## config.mk

```make
export PLATFORM = sky130hd
export DESIGN_NAME = watch_display_scan_flat
export DESIGN_NICKNAME = d
export VERILOG_FILES = /design/src/rtl/watch_display_scan_pkg.sv /design/src/rtl/watch_display_scan_if.sv /design/src/rtl/watch_display_scan_bcd_to_seg7.sv /design/src/rtl/watch_display_scan.sv /design/src/flat_wrapper.sv
export SDC_FILE = /design/constraint.sdc
export NUM_CORES = 1
export LEC_CHECK = 0
export CAP_MARGIN = 20
export CORE_MARGIN = 1.5
export CORE_UTILIZATION = 45
export DETAILED_ROUTE_END_ITERATION = 8
export PLACE_DENSITY = 0.65
export SLEW_MARGIN = 0
export SYNTH_ARGS = -nofsm -noshare
export SYNTH_HDL_FRONTEND = slang
export SYNTH_SLANG_ARGS = --single-unit
```

## constraint.sdc

```tcl
create_clock -name clk -period 3.7 [get_ports clk]
set_input_delay 1.11 -clock clk [delete_from_list [all_inputs] [get_ports clk]]
set_output_delay 1.11 -clock clk [all_outputs]
set_load 0.02 [all_outputs]
```

## src/rtl/watch_display_scan_pkg.sv

```systemverilog
// Shared types and constants for the 6-digit multiplexed watch display.
package watch_display_scan_pkg;

   typedef logic [6:0] seg7_t;   // {g,f,e,d,c,b,a}, active-high

   localparam seg7_t SEG_0    = 7'h3F;
   localparam seg7_t SEG_1    = 7'h06;
   localparam seg7_t SEG_2    = 7'h5B;
   localparam seg7_t SEG_3    = 7'h4F;
   localparam seg7_t SEG_4    = 7'h66;
   localparam seg7_t SEG_5    = 7'h6D;
   localparam seg7_t SEG_6    = 7'h7D;
   localparam seg7_t SEG_7    = 7'h07;
   localparam seg7_t SEG_8    = 7'h7F;
   localparam seg7_t SEG_9    = 7'h6F;
   localparam seg7_t SEG_DASH = 7'h40;

   // Digit slots, rightmost first; also the dig_en bit position.
   localparam logic [2:0] IDX_SEC_1   = 3'd0;
   localparam logic [2:0] IDX_SEC_10  = 3'd1;
   localparam logic [2:0] IDX_MIN_1   = 3'd2;
   localparam logic [2:0] IDX_MIN_10  = 3'd3;
   localparam logic [2:0] IDX_HOUR_1  = 3'd4;
   localparam logic [2:0] IDX_HOUR_10 = 3'd5;

   localparam int NUM_DIGITS = 6;

endpackage

```

## src/rtl/watch_display_scan_if.sv

```systemverilog
// Time digits in from the counter chain, segment/digit drive out to the display.
interface watch_display_scan_if;
   import watch_display_scan_pkg::*;

   logic [3:0] sec_1;
   logic [2:0] sec_10;
   logic [3:0] min_1;
   logic [2:0] min_10;
   logic [3:0] hour_1;
   logic [1:0] hour_10;
   seg7_t      seg;
   logic       dp;
   logic [5:0] dig_en;

   // Time source side: drives the digits, observes the display drive.
   modport master (
      output sec_1, sec_10, min_1, min_10, hour_1, hour_10,
      input  seg, dp, dig_en
   );

   // Scanner side.
   modport slave (
      input  sec_1, sec_10, min_1, min_10, hour_1, hour_10,
      output seg, dp, dig_en
   );

endinterface

```

## src/rtl/watch_display_scan_bcd_to_seg7.sv

```systemverilog
// BCD digit to 7-segment pattern; anything above 9 shows a dash.
module bcd_to_seg7
   import watch_display_scan_pkg::*;
(
   input  logic [3:0] bcd,
   output seg7_t      seg
);

   // Pure lookup.
   always_comb begin
      seg = SEG_DASH;
      case (bcd)
         4'd0:    seg = SEG_0;
         4'd1:    seg = SEG_1;
         4'd2:    seg = SEG_2;
         4'd3:    seg = SEG_3;
         4'd4:    seg = SEG_4;
         4'd5:    seg = SEG_5;
         4'd6:    seg = SEG_6;
         4'd7:    seg = SEG_7;
         4'd8:    seg = SEG_8;
         4'd9:    seg = SEG_9;
         default: seg = SEG_DASH;
      endcase
   end

endmodule

```

## src/rtl/watch_display_scan.sv

```systemverilog
// Time-multiplexed scanner for a 6-digit common-cathode display. The time is
// snapshotted once per frame so a frame never mixes old and new digits.
module watch_display_scan
   import watch_display_scan_pkg::*;
#(
   parameter int SCAN_DIV  = 1000,
   parameter int BLANK_CYC = 2,
   parameter int LZ_BLANK  = 1
)(
   input  logic                 clk,
   input  logic                 rst,
   watch_display_scan_if.slave  bus
);

   localparam int              P_W     = (SCAN_DIV > 2) ? $clog2(SCAN_DIV) : 1;
   localparam logic [P_W-1:0]  P_LAST  = P_W'(SCAN_DIV - 1);
   localparam logic [P_W-1:0]  P_BLANK = P_W'(BLANK_CYC);

   logic [P_W-1:0] p;
   logic [2:0]     idx;

   logic [3:0] snap_sec_1;
   logic [2:0] snap_sec_10;
   logic [3:0] snap_min_1;
   logic [2:0] snap_min_10;
   logic [3:0] snap_hour_1;
   logic [1:0] snap_hour_10;

   logic [3:0] digit;
   seg7_t      seg_nxt;
   logic       blank_digit;
   logic [5:0] en_nxt;
   logic       dp_nxt;

   seg7_t      seg_q;
   logic       dp_q;
   logic [5:0] en_q;

   // Slot prescaler, digit index and per-frame snapshot; the snapshot loads on
   // the same edge idx wraps so slot 0 already shows the new time.
   always_ff @(posedge clk or negedge rst) begin
      if (!rst) begin
         p            <= '0;
         idx          <= IDX_SEC_1;
         snap_sec_1   <= '0;
         snap_sec_10  <= '0;
         snap_min_1   <= '0;
         snap_min_10  <= '0;
         snap_hour_1  <= '0;
         snap_hour_10 <= '0;
      end else if (p == P_LAST) begin
         p <= '0;
         if (idx == IDX_HOUR_10) begin
            idx          <= IDX_SEC_1;
            snap_sec_1   <= bus.sec_1;
            snap_sec_10  <= bus.sec_10;
            snap_min_1   <= bus.min_1;
            snap_min_10  <= bus.min_10;
            snap_hour_1  <= bus.hour_1;
            snap_hour_10 <= bus.hour_10;
         end else begin
            idx <= idx + 3'd1;
         end
      end else begin
         p <= p + 1'b1;
      end
   end

   // Pick the snapshot digit for the current slot, zero-extended.
   always_comb begin
      digit = 4'd0;
      case (idx)
         IDX_SEC_1:   digit = snap_sec_1;
         IDX_SEC_10:  digit = {1'b0, snap_sec_10};
         IDX_MIN_1:   digit = snap_min_1;
         IDX_MIN_10:  digit = {1'b0, snap_min_10};
         IDX_HOUR_1:  digit = snap_hour_1;
         IDX_HOUR_10: digit = {2'b00, snap_hour_10};
         default:     digit = 4'd0;
      endcase
   end

   bcd_to_seg7 u_dec (
      .bcd (digit),
      .seg (seg_nxt)
   );

   // Enable is held off at the start of every slot to stop ghosting, and for the
   // whole slot when a leading zero on the hours-tens digit is suppressed.
   always_comb begin
      blank_digit = (LZ_BLANK != 0) && (idx == IDX_HOUR_10) && (snap_hour_10 == 2'd0);
      en_nxt      = 6'b0;
      if ((p >= P_BLANK) && !blank_digit)
         en_nxt = 6'b1 << idx;
      dp_nxt = ((idx == IDX_MIN_1) || (idx == IDX_HOUR_1)) && !snap_sec_1[0];
   end

   // Registered display drive; one cycle behind the scan state.
   always_ff @(posedge clk or negedge rst) begin
      if (!rst) begin
         seg_q <= '0;
         dp_q  <= 1'b0;
         en_q  <= '0;
      end else begin
         seg_q <= seg_nxt;
         dp_q  <= dp_nxt;
         en_q  <= en_nxt;
      end
   end

   assign bus.seg    = seg_q;
   assign bus.dp     = dp_q;
   assign bus.dig_en = en_q;

endmodule

```

## src/flat_wrapper.sv

```systemverilog
// flat-port wrapper written by rule: the top's interface ports become plain ports
module watch_display_scan_flat import watch_display_scan_pkg::*;
#(
   parameter int SCAN_DIV  = 1000,
   parameter int BLANK_CYC = 2,
   parameter int LZ_BLANK  = 1
)
  (clk, rst, bus_sec_1, bus_sec_10, bus_min_1, bus_min_10, bus_hour_1, bus_hour_10, bus_seg, bus_dp, bus_dig_en);
  watch_display_scan_if bus_i ();
  input  logic clk;
  input  logic rst;
  input wire logic [$bits(bus_i.sec_1)-1:0] bus_sec_1;
  input wire logic [$bits(bus_i.sec_10)-1:0] bus_sec_10;
  input wire logic [$bits(bus_i.min_1)-1:0] bus_min_1;
  input wire logic [$bits(bus_i.min_10)-1:0] bus_min_10;
  input wire logic [$bits(bus_i.hour_1)-1:0] bus_hour_1;
  input wire logic [$bits(bus_i.hour_10)-1:0] bus_hour_10;
  output wire logic [$bits(bus_i.seg)-1:0] bus_seg;
  output wire logic [$bits(bus_i.dp)-1:0] bus_dp;
  output wire logic [$bits(bus_i.dig_en)-1:0] bus_dig_en;
  assign bus_i.sec_1 = bus_sec_1;
  assign bus_i.sec_10 = bus_sec_10;
  assign bus_i.min_1 = bus_min_1;
  assign bus_i.min_10 = bus_min_10;
  assign bus_i.hour_1 = bus_hour_1;
  assign bus_i.hour_10 = bus_hour_10;
  assign bus_seg = bus_i.seg;
  assign bus_dp = bus_i.dp;
  assign bus_dig_en = bus_i.dig_en;
  watch_display_scan #(.SCAN_DIV(SCAN_DIV), .BLANK_CYC(BLANK_CYC), .LZ_BLANK(LZ_BLANK)) u_core (.clk(clk), .rst(rst), .bus(bus_i));
endmodule
```

==> results of run 1 <==
registers in the layout, summed over array words and instances (netlist names):
name,cells
u_core.snap_sec_10,3
u_core.bus.seg,7
u_core.bus.dp,1
u_core.snap_hour_10,2
u_core.bus.dig_en,6
u_core.snap_sec_1,4
u_core.snap_min_10,3
u_core.snap_hour_1,4
u_core.p,10
u_core.idx,3
u_core.snap_min_1,4
worst paths after layout:
check	startpoint	end	slack, ns	depth (start not counted)
setup reg to reg	u_core.idx[0]	u_core.bus.seg[5]	0.75	9
hold reg to reg	u_core.snap_sec_1[0]	u_core.bus.dp	0.48	1
setup / recovery	u_core.idx[0]	u_core.bus.seg[5]	0.75	9
hold / removal	u_core.snap_sec_1[0]	u_core.bus.dp	0.48	1
min in group asynchronous	rst	u_core.p[9]	0.64	1
max in group asynchronous	rst	u_core.bus.seg[4]	2.62	2
per-stage QoR:
stage | setup slack (ns) | utilization (%) | power (mW) | cells
after floorplan | 0.954 | - | 0.590 | 189
after global placement | 0.922 | 55.9 | 0.640 | 285
after detailed placement | 0.780 | 55.9 | 0.645 | 285
after CTS | 0.762 | 58.4 | 1.03 | 293
after global routing | 0.611 | 58.8 | 1.06 | 294
final | 0.751 | 58.8 | 1.01 | 294
critical path, delay by kind of cell (launching register included):
family / cells / cell delay (ns)
AND/OR/NAND/NOR: 3 / 1.04
adder cells (fa/ha/maj): 2 / 0.41
AO/OA/AOI/OAI: 3 / 0.68
flip-flops: 1 / 0.65
buffers and inverters: 1 / 0.08
kinds of logic (layout without fill, tap and decap cells):
group / count (synthesis) / count (layout) / synth area share (%)
AO/OA/AOI/OAI: 26 / 26 / 9.53
XOR/XNOR: 8 / 8 / 3.05
adder cells (fa/ha/maj): 10 / 10 / 5.45
buffers and inverters: 15 / 53 / 3.32
flip-flops: 47 / 47 / 51.2
multiplexers: 28 / 28 / 13.8
AND/OR/NAND/NOR: 55 / 55 / 13.7
power by group:
| group | total, mW | internal, mW | switching (mW) | leakage, nW |
|---|---|---|---|---|
| sequential | 0.539 | 0.531 | 0.00854 | 0.576 |
| clock | 0.378 | 0.218 | 0.159 | 0.0612 |
| combinational | 0.0958 | 0.0536 | 0.0423 | 0.580 |
cells in the final DEF (no fill, tap or decap), types with 2 or more instances in the layout:
cell type / synthesis / layout
nor2_1: 14 / 14
xnor2_1: 3 / 3
nor3_1: 4 / 4
inv_1: 5 / 5
nor4_1: 5 / 5
nand3_1: 5 / 5
buf_4: 2 / 3
and3_1: 2 / 2
or4_1: 2 / 2
nand4_1: 2 / 2
nand3b_1: 3 / 3
mux2i_1: 2 / 2
o211ai_1: 3 / 3
a21oi_2: 2 / 2
and4_1: 2 / 2
a21oi_1: 3 / 3
o21ai_0: 5 / 5
and2_1: 2 / 2
clkbuf_8: 0 / 6
xor2_1: 5 / 5
clkdlybuf4s50_1: 0 / 34
nand2_1: 6 / 6
mux2_2: 25 / 25
dfrtp_1: 47 / 47
ha_1: 10 / 10
final cells by class:
cell class	instances	area (um2)
fillers	408	1980
flip-flops and latches	47	1180
multi-input cells	127	1040
repair buffers	39	388
well taps	67	83.8
clock buffers	6	82.6
clock inverters	2	35.0
inverters	6	22.5
layer usage:
layer | vias up | part of all wire (%)
li1 | 745 | -
met1 | 750 | 44
met2 | 35 | 50
met3 | 11 | 3.8
met4 | 0 | 2.3
met5 | - | 0
==> impl_metrics.toml, run 1 <==
[outcome]
status = "complete, no violations"

[sta]
holdWs_ns = 0.477
finClkSkew_ns = 0.00654
grt_setup_unrepaired = "false"
period_needed_ns = 2.95
fmax_ghz = 0.339
drv_slew = 0
slew_headroom_pct = 51.9
min_period_over_period_pct = 79.7
tns_ns = 0
hold_viol = 0
final-setup-viol-count = 0
worst_pin_slew_ns = 0.722

[floorplanning]
core_um2 = 4820
dieArea_um2 = 5540
die_h_um = 74.5
die_w_um = 74.5
rows = 25
ios = 36
initial_core_util_pct = 47.7

[setup_path]
slowest_delay_ns = 0.65
cp_cell_sequence = "and2_1 > ha_1 > a221o_1 > a31oi_4 > or2_2 > inv_1 > ha_1 > or4_1 > o211ai_1"
crit_arrival_ns = 3.16
cpMaxStageDelayCell = "dfrtp_1"
worst_setup_path_end_kind = "flip-flop"
path_common_cell = "ha_1"
crit_type = "flip-flop to flip-flop"
crit_fanout = 19
cp-start-kind = "flip-flop"
crit_required_ns = 3.91

[clocking]
cts_buffers = 5
cts_resized = 0
htree_num_levels = 2
cts_buffer_depth = 2
hold_buffers = 0
cts_num_sinks = 47
cts_setup_buffers = 0
clk_latency_ns = 0.29
cts_tree = "built"
cts_root_buffer = "clkbuf_8"
path_clk_slew_ns = 0.08

[layout]
area_growth_pct = 23.3
design_area_um2 = 2830
drive_gt1_share_pct = 21.6
n_antenna_cell = 0
nNetsFinal = 258

[global_route]
gr-total-overflow = 0
grt_pass1_vias = 1583
use_met3_pct = 4.20
grt_max_degree = 48
met2_usage_pct = 29.0
grt_pass1_wl_mm = 7.27
met1_usage_pct = 22.0
top_usage_layer = "met2"
grt.total_usage_pct = 17.6
antenna_found_initial = 0

[route]
vias = 1541
route.detailed.drc = 0
drt_wl_total_mm = 4.24
dr.pass1.iters = 4
viasPerCell = 5.24
wl_per_cell_um = 14.4
dr.first_iter.drc_count = 87
antenna_left = 0

[synthesis]
yosysSeqAreaShare_pct = 51.2
synth_top_area_cell = "dfrtp_1"
ys_types = 50
synth_common_cells = "47 x dfrtp_1, 25 x mux2_2, 14 x nor2_1"
synth_edf_count = 0
synth.most_common_cell = "dfrtp_1"
yosys.area.top_type_share_pct = 51.2
syn-num-nets = 221
synth_cells = 189
ys_seq_elements = 47
synth_area_per_cell_um2 = 12.2
synth_flop_cell = "dfrtp_1"
post_synth_main_area_contributors = "dfrtp_1 51%, mux2_2 12%, ha_1 5.4%"
synthesis.area_um2 = 2300
synthArstFlopShare_pct = 100
yosys_warnings = 0

[placed_design]
dpl_cell_area_um2 = 2700
dp_hpwl_mm = 3.13
io_buffers = 35
gp_congestion = 0.930

[pwr]
leakagePower_nw = 1.22
power.density_nw_per_um2 = 358
peakVddDrop_mv = 0.195

[job]
cap_viol_max_count = 0

[worst_hold_path]
min_path_type = "flip-flop to flip-flop"
Power figures use the tool's default switching activity.
==> run 2: changes to the inputs <==
==> constraint.sdc (replaced) <==
create_clock -name clk -period 2.8 [get_ports clk]
set_input_delay 0.84 -clock clk [delete_from_list [all_inputs] [get_ports clk]]
set_output_delay 0.84 -clock clk [all_outputs]
set_load 0.02 [all_outputs]
==> run 2 against run 1 <==
Effect of this change:
- combinational power rose by 33%
- design area unchanged
- setup slack lost 0.62 ns
- via count grew 1.8%
- largest power group unchanged
- clock power up 15%
- cell count grew 1.4%
- critical path type unchanged
==> impl_metrics.toml, run 2 (synthesis gave the netlist of run 1 again) <==
[setup_path]
cp-start-kind = "flip-flop"
cp_cell_sequence = "and2_1 > ha_1 > a221o_1 > a31oi_4 > or2_2 > inv_1 > ha_1 > or4_1 > o211ai_1"
crit_required_ns = 3.01
crit_fanout = 7
crit_type = "flip-flop to flip-flop"
path_common_cell = "ha_1"
crit_arrival_ns = 2.87
cpMaxStageDelayCell = "or4_1"
slowest_delay_ns = 0.51
worst_setup_path_end_kind = "flip-flop"

[floorplanning]
die_h_um = 74.5
initial_core_util_pct = 47.7
ios = 36
rows = 25
core_um2 = 4820
dieArea_um2 = 5540
die_w_um = 74.5

[route]
dr.first_iter.drc_count = 87
antenna_left = 0
dr.pass1.iters = 4
viasPerCell = 5.26
vias = 1568
route.detailed.drc = 0
wl_per_cell_um = 14.6
drt_wl_total_mm = 4.35

[clocking]
cts_tree = "built"
cts_num_sinks = 47
hold_buffers = 0
cts_buffer_depth = 2
cts_root_buffer = "clkbuf_8"
path_clk_slew_ns = 0.08
cts_resized = 0
htree_num_levels = 2
cts_setup_buffers = 0
cts_buffers = 5
clk_latency_ns = 0.29

[placed_design]
io_buffers = 35
gp_congestion = 0.901
dp_hpwl_mm = 3.30
dp_slack_ns = 0.168

[sta]
slew_headroom_pct = 68.1
final-setup-viol-count = 0
min_period_over_period_pct = 95.2
fin_ws_ns = 0.134
hold_viol = 0
worst_pin_slew_ns = 0.479
drv_slew = 0
period_needed_ns = 2.67
tns_ns = 0
finClkSkew_ns = 0.00383
fmax_ghz = 0.375
grt_setup_unrepaired = "false"

[global_route]
antenna_found_initial = 0
grt.total_usage_pct = 17.3
grt_max_degree = 22
grt_pass1_vias = 1536
grt_pass1_wl_mm = 7.25
gr-total-overflow = 0

[layout]
area_growth_pct = 23.3
nNetsFinal = 262
regMostFlops = "u_core.p"
layout_commonest_cell = "dfrtp_1"
utilization_pct = 58.8
n_antenna_cell = 0
largest_reg_flops = 10
final_cell_mix = "47 x dfrtp_1, 34 x clkdlybuf4s50_1, 25 x mux2_2"
drive_gt1_share_pct = 22.5

[pwr]
clkPwrFrac_pct = 34.0
intPower_mw = 0.996
p_total_mw = 1.27
power.density_nw_per_um2 = 449
p_sw_share_pct = 21.7
power.switching_mw = 0.276
comb_power_share_pct = 10.0
power_frac_seq_pct = 56.0
leakagePower_nw = 1.22
peakVddDrop_mv = 0.217

[outcome]
status = "complete, no violations"

[job]
cap_viol_max_count = 0

[worst_hold_path]
min_path_type = "flip-flop to flip-flop"
==> run 2: worst paths after layout <==
kind | start | to | slack [ns] | cells past startpoint
max in group asynchronous | rst | u_core.snap_sec_10[1] | 1.76 | 2
min in group asynchronous | rst | u_core.p[8] | 0.48 | 1
hold reg to reg | u_core.snap_sec_1[0] | u_core.bus.dp | 0.47 | 1
setup / recovery | u_core.idx[1] | u_core.bus.seg[5] | 0.13 | 9
hold / removal | u_core.snap_sec_1[0] | u_core.bus.dp | 0.47 | 1
setup reg to reg | u_core.idx[1] | u_core.bus.seg[5] | 0.13 | 9
==> run 2: power by group through the flow <==
| stage | Combinational, mW | Sequential [mW] | Clock [mW] |
|---|---|---|---|
| 4_1_cts | 0.129 | 0.713 | 0.446 |
| 6_report | 0.127 | 0.712 | 0.433 |
| 2_1_floorplan | 0.0459 | 0.734 | 0 |
| 3_5_place_dp | 0.128 | 0.727 | 0 |
| 3_3_place_gp | 0.123 | 0.726 | 0 |
| 5_1_grt | 0.139 | 0.715 | 0.479 |
==> run 2: final cells by class <==
cell class | count | area, um2
Sequential cell | 47 | 1180
Multi-Input combinational cell | 127 | 1040
Tap cell | 67 | 83.8
Inverter | 6 | 22.5
Timing Repair Buffer | 43 | 405
Clock buffer | 8 | 100
Fill cell | 433 | 1980
==> run 2: layer usage <==
layer	part of all wire, %	wire [um]	global-route usage (%)	vias to the layer above
li1	-	-	-	754
met1	45	1970	21.7	758
met2	49	2140	28.9	50
met3	4.2	184	3.39	6
met4	1.4	61	7.88	0
met5	0	0	0	-
==> run 2: worst max-delay path: cells and delay by family, from the launching register on <==
family,cells,cell delay (ns)
compound gates,3,0.70
flops,1,0.48
fa+ha+maj,2,0.43
buf+inv,1,0.09
simple gates,3,0.90
==> run 2: stage by stage <==
| step | hold slack [ns] | cells | cell area [um2] |
|---|---|---|---|
| floorplan | 0.418 | 189 | 2300 |
| global placement | 0.452 | 290 | 2730 |
| detailed placement | 0.449 | 290 | 2730 |
| CTS | 0.469 | 298 | 2830 |
| global route | 0.495 | 298 | 2830 |
| finish | 0.473 | 298 | 2830 |
